**config.mk**
```make
export PLATFORM = sky130hd
export DESIGN_NAME = mb_scan_ctrl
export DESIGN_NICKNAME = d
export VERILOG_FILES = /design/src/rtl/mb_scan_ctrl.sv
export SDC_FILE = /design/constraint.sdc
export NUM_CORES = 1
export LEC_CHECK = 0
export ABC_CLOCK_PERIOD_IN_PS = 2200
export BUFFER_PORTS_ARGS = -buffer_cell sky130_fd_sc_hd__buf_2
export CAP_MARGIN = 20
export CORE_ASPECT_RATIO = 0.8
export CORE_MARGIN = 1
export CORE_UTILIZATION = 40
export CTS_CLUSTER_DIAMETER = 60
export DETAILED_ROUTE_END_ITERATION = 8
export GPL_TIMING_DRIVEN = 0
export PLACE_DENSITY = 0.61
export SLEW_MARGIN = 30
export SYNTH_ARGS = -nofsm -noshare
export SYNTH_HDL_FRONTEND = slang
export SYNTH_SLANG_ARGS = --single-unit
```
**constraint.sdc**
```tcl
create_clock -name clk -period 2.2 [get_ports clk]
set_input_delay 0.11 -clock clk [delete_from_list [all_inputs] [get_ports clk]]
set_output_delay 0.11 -clock clk [all_outputs]
set_load 0.1 [all_outputs]
```
**src/rtl/mb_scan_ctrl.sv**
```systemverilog
// Macroblock raster-scan sequencer: walks x,y over an mb_w x mb_h frame, handshakes
// each MB with the compute engine and strobes the boundary saver after each one.
module mb_scan_ctrl #(
    parameter int PREP_CYC = 3
) (
    input  logic        clk,
    input  logic        rst_n,
    input  logic        start,
    input  logic        abort,
    input  logic [9:0]  mb_w,
    input  logic [9:0]  mb_h,
    output logic        mb_req,
    input  logic        mb_ack,
    input  logic        mb_done,
    output logic        sb_load,
    output logic [9:0]  x,
    output logic [9:0]  y,
    output logic [9:0]  w1,
    output logic [9:0]  w2,
    output logic [9:0]  h1,
    output logic [19:0] mb_cnt,
    output logic        busy,
    output logic        frame_done
);

    localparam logic [5:0] S_IDLE = 6'b000001;
    localparam logic [5:0] S_PREP = 6'b000010;
    localparam logic [5:0] S_REQ  = 6'b000100;
    localparam logic [5:0] S_RUN  = 6'b001000;
    localparam logic [5:0] S_SAVE = 6'b010000;
    localparam logic [5:0] S_DONE = 6'b100000;

    localparam int CW = (PREP_CYC > 1) ? $clog2(PREP_CYC) : 1;
    localparam logic [CW-1:0] PREP_LAST = CW'(PREP_CYC - 1);

    logic [5:0]    state;
    logic [CW-1:0] pcnt;
    logic          last_mb;

    assign last_mb = (x == w1) && (y == h1);
    assign busy    = (state != S_IDLE);

    always_ff @(posedge clk or negedge rst_n) begin
        if (!rst_n) begin
            state      <= S_IDLE;
            pcnt       <= '0;
            x          <= '0;
            y          <= '0;
            w1         <= '0;
            w2         <= '0;
            h1         <= '0;
            mb_cnt     <= '0;
            mb_req     <= 1'b0;
            sb_load    <= 1'b0;
            frame_done <= 1'b0;
        end else if (abort && state != S_IDLE) begin
            // abort wins over any handshake in the same cycle; counters keep their value
            state      <= S_IDLE;
            mb_req     <= 1'b0;
            sb_load    <= 1'b0;
            frame_done <= 1'b0;
        end else begin
            case (state)
                S_IDLE: begin
                    if (start && mb_w != 10'd0 && mb_h != 10'd0) begin
                        w1     <= mb_w - 10'd1;
                        w2     <= mb_w - 10'd2;
                        h1     <= mb_h - 10'd1;
                        x      <= '0;
                        y      <= '0;
                        mb_cnt <= '0;
                        pcnt   <= '0;
                        state  <= S_PREP;
                    end
                end
                S_PREP: begin
                    if (pcnt == PREP_LAST) begin
                        state  <= S_REQ;
                        mb_req <= 1'b1;
                    end else begin
                        pcnt <= pcnt + CW'(1);
                    end
                end
                S_REQ: begin
                    if (mb_ack) begin
                        mb_req <= 1'b0;
                        if (mb_done) begin
                            state   <= S_SAVE;
                            sb_load <= 1'b1;
                        end else begin
                            state <= S_RUN;
                        end
                    end
                end
                S_RUN: begin
                    if (mb_done) begin
                        state   <= S_SAVE;
                        sb_load <= 1'b1;
                    end
                end
                S_SAVE: begin
                    sb_load <= 1'b0;
                    mb_cnt  <= mb_cnt + 20'd1;
                    // the final MB keeps its position so DONE still reports it
                    if (last_mb) begin
                        state      <= S_DONE;
                        frame_done <= 1'b1;
                    end else begin
                        state <= S_PREP;
                        pcnt  <= '0;
                        if (x != w1) begin
                            x <= x + 10'd1;
                        end else begin
                            x <= '0;
                            y <= y + 10'd1;
                        end
                    end
                end
                S_DONE: begin
                    frame_done <= 1'b0;
                    state      <= S_IDLE;
                end
                default: state <= S_IDLE;
            endcase
        end
    end

endmodule

```
==> qor.yml, run 1 <==
status:
  status: "finished clean"
pwr:
  power_density_nw_per_um2: 1310
  p_int_mw: 3.68
  power_frac_seq: 0.280
  p_sw_frac: 0.516
  p_comb_frac: 0.494
  ir_drop_uv: 947
  p_sw_mw: 3.93
  p_total_mw: 7.61
  clkPwrFrac: 0.226
  p_leak_nw: 2.66
critical_path:
  rrSetupSlack_ns: 0.10
  required_ns: 2.46
  crit_fanout: 7
  crit_type: "reg2reg"
  reg2reg_from: "state[2]"
  crit_end: "x[7]"
  r2r-end: "x[7]"
  critical_path_arrival_ns: 2.35
  cp-start-kind: "flip-flop"
  crit_path_end_kind: "flip-flop"
  rr_worst_depth: 6
  crit_start: "state[2]"
place:
  numPortBuffers: 99
  dpl.cell_count: 733
  place.gp.congestion: 0.821
  preCtsSetupSlack_ns: -0.00687
  dp_hpwl_um: 9040
detailed_routing:
  totalWireLength_um: 12200
  drt-initial-drc-count: 329
  routed-via-count: 3975
  viasPerCell: 5.23
  first_pass_iters: 4
  routedWlPerCell_um: 16.0
  antenna_left: 0
  drcViolationCount: 0
synthesis:
  syn_area_per_cell_um2: 9.36
  ys_warn_count: 0
  synth_area_um2: 4580
  synth-edff-count: 0
  synth_seq_cells: 81
  syn-num-nets: 525
  ys.flop_type: "dfrtp_1"
  ys_types: 57
  async_flop_share: 1.00
  yosysSeqAreaShare: 0.443
  synthCells: 489
sta:
  clock-skew-final_ns: 0.00880
  worst_pin_slew_ns: 0.557
  final.period_utilization: 0.953
  slew_headroom: 0.626
  min_period_ns: 2.10
  clock.fmax_ghz: 0.477
  hold_violations: 0
  setup_viol: 0
  hold_slack_ns: 0.0101
  fin_ws_ns: 0.103
  maxSlewViolCount: 0
floorplan:
  dieArea_um2: 11900
  core_um2: 11000
  die_w_um: 122
  num_rows: 34
  initial_core_util: 0.416
  die_y_um: 97.7
  io-pin-count: 100
finish:
  fin_nets: 647
  n_antenna_cell: 0
  drive_gt1_frac: 0.344
  syn2layout_area_growth_pct: 27.2
  instances_no_fill: 760
global_routing:
  track_usage: 0.215
  grt_antenna_before_repair: 0
  grt-ovfl-total: 0
  grt_pass1_wl_um: 19600
  grt_pass1_vias: 3685
  grt_max_degree: 54
clock_tree:
  clk_path_buf_depth: 2
  clock-sinks: 81
  cts_root_buf: "clkbuf_16"
  cts_buffers: 9
  h-tree-depth: 3
  worstSkewPairLatency_ns: 0.33
  clk_pin_slew_ns: 0.06
  cts_tree: "done"
flow_run:
  maxCapViolCount: 0
worst_hold_path:
  hold_path.class: "in2reg"
[how the worst min path moves through the flow]
stage,to,slack [ns],startpoint,cells past startpoint
after CTS,w2[1],0.002,mb_w[1],2
after detailed placement,y[3],0.01,rst_n,1
after global placement,state[3],0.32,mb_done,2
final,w2[1],0.01,mb_w[1],2
after floorplan,frame_done,-0.19,rst_n,0
after global routing,w2[1],0.03,mb_w[1],2
[metrics by stage]
| stage | TNS (ns) | area [um^2] | util |
|---|---|---|---|
| floorplan | 0 | 4650 | - |
| global placement | 0 | 5320 | 0.483 |
| detailed placement | -0.00687 | 5360 | 0.486 |
| CTS | 0 | 5730 | 0.520 |
| global route | -0.0119 | 5820 | 0.529 |
| finish | 0 | 5820 | 0.529 |
[synthesized netlist by cell type (all sizes together) (2+ instances only)]
cell type	n	area share
and4	4	0.0082
nand2b	8	0.011
inv	16	0.013
o211ai	2	0.0033
nand2	71	0.058
nor2	41	0.035
a21oi	15	0.016
nor3	9	0.0098
nand4	9	0.012
a211o	2	0.0038
nand3	27	0.033
buf	12	0.016
a21boi	2	0.0033
dfrtp	80	0.44
o21ai	53	0.058
or3	3	0.0041
ha	10	0.027
clkbuf	5	0.0041
a31oi	4	0.0087
nor4	7	0.020
or4	2	0.0041
nor2b	3	0.0041
and3	13	0.018
xnor2	33	0.063
o22ai	5	0.0098
and2	2	0.0027
a211oi	9	0.025
xor2	27	0.052
[timing repair]
action | CTS | global route
pin swaps | 0 | 3
setup buffers | 0 | 6
hold buffers | 3 | 0
gates cloned | 0 | 2
endpoints found under the setup margin | 6 | 65
resized for setup | 1 | 13
hold endpoints to repair | 83 | 0
[layout make-up]
type,count,area (um^2)
buffer,17,105
clock buffer,13,250
clock inverter,3,90.1
fill,991,5190
inverter,16,60.1
multi-input combinational,376,2440
sequential,81,2090
tap,144,180
timing repair buffer,110,609
[worst max-delay path: stages, from the launching register on]
cell and delay [ns]:
dfrtp_1 0.48, nor4_4 0.33, and3_2 0.27, and3_2 0.29
o22ai_2 0.14, or3_1 0.36, a21oi_1 0.15
[power by group through the flow]
stage               Clock (mW)  Combinational (mW)  Sequential (mW)
floorplan                    0                1.01             4.09
global placement             0                3.65             2.15
detailed placement           0                3.69             2.16
CTS                       1.76                3.71             2.13
global route              1.82                3.95             2.18
finish                    1.72                3.76             2.13
[per-layer routing]
metal,vias up,GRT usage,part of all wire,routed length [um]
li1,1957,-,-,-
met1,1892,0.318,0.49,5960
met2,122,0.318,0.44,5410
met3,4,0.0469,0.061,740
met4,0,0.0532,0.0063,77
met5,-,0,0,0
[cells by family (layout without fill, tap and decap cells)]
| group | after synthesis | in the layout | share of synthesized area |
|---|---|---|---|
| flip-flops | 81 | 81 | 0.443 |
| XOR/XNOR | 60 | 60 | 0.115 |
| adder cells (fa/ha/maj) | 10 | 10 | 0.0273 |
| AND/OR/NAND/NOR | 204 | 204 | 0.236 |
| AO/OA/AOI/OAI | 100 | 101 | 0.144 |
| multiplexers | 1 | 1 | 0.00219 |
| buffers and inverters | 33 | 159 | 0.0331 |
[registers in the layout (all words and copies together) (netlist names)]
name,flops
frame_done,1
h1,10
mb_cnt,20
mb_req,1
pcnt,2
sb_load,1
state,6
w1,10
w2,10
x,10
y,10
[placed cells by master (no fill, tap or decap), types with 10 or more instances in the layout]
| master | instances |
|---|---|
| nor2_1 | 39 |
| a21oi_1 | 14 |
| nand2_1 | 71 |
| dfrtp_1 | 34 |
| inv_1 | 16 |
| xor2_1 | 27 |
| dfrtp_2 | 45 |
| xnor2_1 | 33 |
| and3_1 | 11 |
| ha_1 | 10 |
| nand3_1 | 24 |
| buf_2 | 102 |
| o21ai_0 | 53 |
No activity file was read; power rests on OpenSTA's default activity.
==> inputs of run 2 (changes only) <==
--- a/config.mk
+++ b/config.mk
@@ -8,14 +8,15 @@
 export ABC_CLOCK_PERIOD_IN_PS = 2200
 export BUFFER_PORTS_ARGS = -buffer_cell sky130_fd_sc_hd__buf_2
 export CAP_MARGIN = 20
+export CELL_PAD_IN_SITES_DETAIL_PLACEMENT = 0
+export CELL_PAD_IN_SITES_GLOBAL_PLACEMENT = 1
 export CORE_ASPECT_RATIO = 0.8
 export CORE_MARGIN = 1
 export CORE_UTILIZATION = 40
 export CTS_CLUSTER_DIAMETER = 60
 export DETAILED_ROUTE_END_ITERATION = 8
 export GPL_TIMING_DRIVEN = 0
-export PLACE_DENSITY = 0.61
-export SLEW_MARGIN = 30
+export PLACE_DENSITY = 0.77
 export SYNTH_ARGS = -nofsm -noshare
 export SYNTH_HDL_FRONTEND = slang
 export SYNTH_SLANG_ARGS = --single-unit
==> run 2 against run 1 <==
Against the previous run: sequential power about the same; wire length decreased by 1.4%; core utilization decreased by 0.51 points; via count decreased by 0.40%; first-iteration DRC count decreased by 16%.
==> qor.yml, run 2 (synthesis results as in run 1) <==
floorplan:
  die_y_um: 97.7  # unchanged
  num_rows: 34  # unchanged
  dieArea_um2: 11900  # unchanged
  initial_core_util: 0.416  # unchanged
  core_um2: 11000  # unchanged
  io-pin-count: 100  # unchanged
  die_w_um: 122  # unchanged
clock_tree:
  clk_pin_slew_ns: 0.06  # about the same
  clk_path_buf_depth: 2  # unchanged
  cts_root_buf: "clkbuf_16"
  cts_tree: "done"
  cts_buffers: 9  # unchanged
  clock-sinks: 81  # unchanged
  worstSkewPairLatency_ns: 0.33  # about the same
  h-tree-depth: 3  # unchanged
critical_path:
  crit_fanout: 9  # +2
  crit_type: "reg2reg"
  critical_path_arrival_ns: 2.35  # about the same
  required_ns: 2.45  # about the same
  crit_path_end_kind: "flip-flop"
  cp-start-kind: "flip-flop"
finish:
  drive_gt1_frac: 0.351  # +0.00649
  n_fill_cell: 1035  # +4.4%
  top_register: "mb_cnt"
  n_antenna_cell: 0  # unchanged
  multi_input_area_um2: 2430  # -0.36%
  final_cell_mix: "buf_2 (104), nand2_1 (70), o21ai_0 (53)"
  finish.instance_area_um2: 5770  # -0.97%
  fin_nets: 647  # unchanged
  syn2layout_area_growth_pct: 26.0
  layout_commonest_cell: "buf_2"
  ff_latch_area_um2: 2090  # unchanged
  largest_reg_flops: 20  # unchanged
worst_hold_path:
  hold_path.class: "in2reg"
place:
  place.gp.congestion: 0.800  # -2.6%
  dp_hpwl_um: 9040  # about the same
  numPortBuffers: 99  # unchanged
  dpl_cell_area_um2: 5350  # about the same
  preCtsSetupSlack_ns: 0.0190  # +0.0259 ns
sta:
  slew_headroom: 0.619  # -0.00668
  min_period_ns: 2.11  # +0.00895 ns
  tns_ns: 0  # unchanged
  clock-skew-final_ns: 0.00568  # -0.00312 ns
  clock.fmax_ghz: 0.475  # -0.43%
  rsz0062_at_grt: "true"
  setup_viol: 0  # unchanged
  worst_pin_slew_ns: 0.570  # +0.0131 ns
  maxSlewViolCount: 0  # unchanged
  final.period_utilization: 0.957  # +0.00407
  fin_ws_ns: 0.0941  # -0.00895 ns
  hold_violations: 0  # unchanged
pwr:
  p_total_mw: 7.34  # -3.5%
  p_leak_nw: 2.65  # -0.44%
  power_density_nw_per_um2: 1270  # -2.5%
  ir_drop_uv: 958  # +1.2%
detailed_routing:
  drcViolationCount: 0  # unchanged
  viasPerCell: 5.21  # -0.40%
  totalWireLength_um: 12000  # -1.4%
  drt-initial-drc-count: 275  # -16%
  routedWlPerCell_um: 15.8  # -1.4%
  antenna_left: 0  # unchanged
  first_pass_iters: 4  # unchanged
  routed-via-count: 3959  # -0.40%
global_routing:
  grt-ovfl-total: 0  # unchanged
  grt_pass1_wl_um: 19400  # -1.3%
  track_usage: 0.209  # -0.00567
  grt_antenna_before_repair: 0  # unchanged
  grt_max_degree: 46  # -15%
  grt_pass1_vias: 3732  # +1.3%
flow_run:
  maxCapViolCount: 0  # unchanged
status:
  status: "finished clean"
[run 2: cell types whose count changed in the layout (fill, tap and decap cells not counted), sizes merged]
cell,before,now
o22ai,6,5
buf,115,116
bufinv,3,0
clkinv,0,2
clkbuf,22,23
[run 2: final cells by class]
| cell class | count | share of cell area |
|---|---|---|
| timing repair buffer | 111 | 0.106 |
| sequential | 81 | 0.362 |
| tap | 144 | 0.0312 |
| buffer | 17 | 0.0174 |
| clock buffer | 14 | 0.0492 |
| multi-input combinational | 375 | 0.422 |
| clock inverter | 2 | 0.00174 |
| inverter | 16 | 0.0104 |
[run 2: routing by layer]
metal  routed length [um]  global-route usage  vias up
met5                    0                   0        -
met2                 5190               0.302       99
li1                     -                   -     1952
met4                   76              0.0456        0
met3                  598              0.0417        5
met1                 6160               0.320     1903
[run 2: path summary, 6_finish.rpt]
| check | startpoint | endpoint | slack [ns] | depth (start not counted) |
|---|---|---|---|---|
| max in group asynchronous | rst_n | state[0] | 1.25 | 3 |
| worst min-delay path | mb_w[1] | w2[1] | 0.04 | 2 |
| worst min register to register | w2[7] | w2[7] | 0.48 | 2 |
| min in group asynchronous | rst_n | pcnt[1] | 0.30 | 2 |
| worst max-delay path | x[2] | x[9] | 0.09 | 8 |
| worst max register to register | x[2] | x[9] | 0.09 | 8 |
[run 2: worst max-delay path: stages (launching register included)]
cell and delay (ns):
dfrtp_4 0.47, buf_6 0.14, xnor2_1 0.13, nand2_1 0.12, or4_4 0.56, o22ai_4 0.22, buf_4 0.18, a21oi_1 0.04
o22ai_1 0.16
[run 2: power by group]
| part | total (mW) | internal [mW] | leakage, nW | switching, mW |
|---|---|---|---|---|
| Sequential | 2.15 | 1.84 | 1.01 | 0.317 |
| Combinational | 3.74 | 0.692 | 1.49 | 3.05 |
| Clock | 1.45 | 0.884 | 0.149 | 0.566 |
[run 2: stage by stage]
step	utilization	instances	hold slack (ns)
2_1_floorplan	-	489	-0.186
3_3_place_gp	0.483	732	0.316
3_5_place_dp	0.486	733	0.119
4_1_cts	0.515	752	0.0320
5_1_grt	0.524	760	0.0333
6_report	0.524	760	0.0407
[run 2: timing repair]
item,4_1_cts,5_1_grt
pin swaps,0,4
endpoints found under the setup margin,1,63
setup buffers,0,7
cloned,0,1
hold buffers,3,0
resized for setup,1,11
endpoints found under the hold margin,38,0
==> inputs of run 3 (changes only) <==
--- a/config.mk
+++ b/config.mk
@@ -16,6 +16,7 @@
 export CTS_CLUSTER_DIAMETER = 60
 export DETAILED_ROUTE_END_ITERATION = 8
 export GPL_TIMING_DRIVEN = 0
+export HOLD_SLACK_MARGIN = 0.03
 export PLACE_DENSITY = 0.77
 export SYNTH_ARGS = -nofsm -noshare
 export SYNTH_HDL_FRONTEND = slang
==> constraint.sdc (replaced) <==
create_clock -name clk -period 2.2 [get_ports clk]
set_input_delay 0.44 -clock clk [delete_from_list [all_inputs] [get_ports clk]]
set_output_delay 0.44 -clock clk [all_outputs]
set_load 0.1 [all_outputs]
==> run 3 against run 2 <==
Against the previous run: critical path depth shrank 1; non-clock buffer count decreased by 3; clock power barely moved; die area unchanged; worst hold slack improved by 0.041 ns; critical endpoint is now x[5]; largest cell class unchanged.
==> qor.yml, run 3 (synthesis results as in run 1) <==
global_routing:
  grt_max_degree: 46  # unchanged
  grt_antenna_before_repair: 0  # unchanged
  grt_pass1_vias: 3726  # -0.16%
  track_usage: 0.209  # -0.000252
  grt_pass1_wl_um: 19300  # -0.11%
  grt-ovfl-total: 0  # unchanged
finish:
  instances_no_fill: 757  # -0.39%
  top_register: "mb_cnt"
  largest_reg_flops: 20  # unchanged
  final_cell_mix: "buf_2 (104), nand2_1 (70), o21ai_0 (53)"
  syn2layout_area_growth_pct: 25.3
  n_fill_cell: 1038  # +0.29%
  fin_util: 0.521  # -0.00273
  layout_commonest_cell: "buf_2"
  n_antenna_cell: 0  # unchanged
  fin_nets: 644  # -0.46%
  drive_gt1_frac: 0.352  # +0.00172
clock_tree:
  worstSkewPairLatency_ns: 0.33  # about the same
  clock-sinks: 81  # unchanged
  clk_pin_slew_ns: 0.06  # about the same
  clk_path_buf_depth: 2  # unchanged
  cts_root_buf: "clkbuf_16"
  holdBufCountCts: 0  # -3
  h-tree-depth: 3  # unchanged
  cts_buffers: 9  # unchanged
  cts_tree: "done"
sta:
  tns_ns: 0  # unchanged
  maxSlewViolCount: 0  # unchanged
  worst_pin_slew_ns: 0.569  # -0.000735 ns
  clock.fmax_ghz: 0.475  # about the same
  slew_headroom: 0.619  # about the same
  min_period_ns: 2.11  # +0.000296 ns
  clock-skew-final_ns: 0.00558  # -0.0000972 ns
  final.period_utilization: 0.957  # about the same
  rsz0062_at_grt: "true"
  setup_viol: 0  # unchanged
  hold_violations: 0  # unchanged
critical_path:
  rr_worst_depth: 7  # -1
  rrSetupSlack_ns: 0.09  # about the same
  crit_path_end_kind: "flip-flop"
  cp-start-kind: "flip-flop"
  crit_type: "reg2reg"
  reg2reg_from: "x[2]"
  critical_path_arrival_ns: 2.31  # -0.04 ns
  r2r-end: "x[5]"
  required_ns: 2.41  # -0.04 ns
  crit_fanout: 9  # unchanged
floorplan:
  num_rows: 34  # unchanged
  die_y_um: 97.7  # unchanged
  io-pin-count: 100  # unchanged
  die_w_um: 122  # unchanged
  initial_core_util: 0.416  # unchanged
  dieArea_um2: 11900  # unchanged
  core_um2: 11000  # unchanged
place:
  place.gp.congestion: 0.800  # unchanged
  dp_hpwl_um: 9040  # unchanged
  dpl.cell_count: 733  # unchanged
  numPortBuffers: 99  # unchanged
worst_hold_path:
  hold_path.class: "in2async"
pwr:
  p_leak_nw: 2.64  # -0.47%
  ir_drop_uv: 958  # about the same
  p_total_mw: 7.34  # about the same
  power_density_nw_per_um2: 1280  # +0.49%
detailed_routing:
  drt-initial-drc-count: 271  # -1.5%
  routed-via-count: 3952  # -0.18%
  viasPerCell: 5.22  # +0.22%
  routedWlPerCell_um: 15.9  # +0.29%
  drcViolationCount: 0  # unchanged
  first_pass_iters: 4  # unchanged
  totalWireLength_um: 12000  # -0.11%
  antenna_left: 0  # unchanged
status:
  status: "finished clean"
flow_run:
  maxCapViolCount: 0  # unchanged
## run 3: cell count changes in the layout (fill, tap and decap cells not counted), sizes merged
cell | before | now
dlygate4sd3 | 3 | 0
## run 3: worst max-delay path by stage
stage | start | to | slack [ns]
5_1_grt | x[2] | x[9] | -0.02
3_3_place_gp | rst_n | x[2] | -0.28
6_report | x[2] | x[5] | 0.09
3_5_place_dp | mb_h[7] | w2[9] | -0.19
4_1_cts | state[1] | w2[5] | 0.01
2_1_floorplan | mb_cnt[7] | mb_cnt[19] | 0.02
## run 3: repair_timing
action / 4_1_cts / 5_1_grt
endpoints found under the hold margin: 0 / 0
pin swaps: 0 / 4
endpoints found under the setup margin: 1 / 63
cloned: 0 / 1
gates resized for setup: 1 / 11
buffers inserted: 0 / 7
## run 3: worst max-delay path, stage by stage, from the launching register on
cell      delay (ns)
dfrtp_4         0.47
buf_6           0.14
xnor2_1         0.13
nand2_1         0.12
or4_4           0.56
o22ai_4         0.22
buf_2           0.24
o211ai_1        0.11
## run 3: per-stage QoR
stage | cell area [um^2] | hold slack [ns] | setup slack (ns)
floorplan | 4650 | 0.144 | 0.0166
global placement | 5320 | 0.468 | -0.280
detailed placement | 5350 | 0.449 | -0.191
CTS | 5650 | 0.0983 | 0.0142
global route | 5740 | 0.122 | -0.0199
finish | 5740 | 0.0820 | 0.0938
## run 3: final cells by class
class | count | area, um^2 | share of cell area
sequential | 81 | 2090 | 0.364
multi-input combinational | 375 | 2430 | 0.424
timing repair buffer | 108 | 583 | 0.102
buffer | 17 | 100 | 0.0174
inverter | 16 | 60.1 | 0.0105
tap | 144 | 180 | 0.0314
clock inverter | 2 | 10.0 | 0.00174
clock buffer | 14 | 284 | 0.0495
## run 3: metal layers
layer,part of all wire,GRT usage,vias up
li1,-,-,1944
met1,0.51,0.320,1893
met2,0.43,0.302,107
met3,0.054,0.0417,8
met4,0.0081,0.0456,0
met5,0,0,-
## run 3: power by group
part	switching, mW	internal (mW)
Clock	0.566	0.884
Sequential	0.318	1.84
Combinational	3.05	0.689
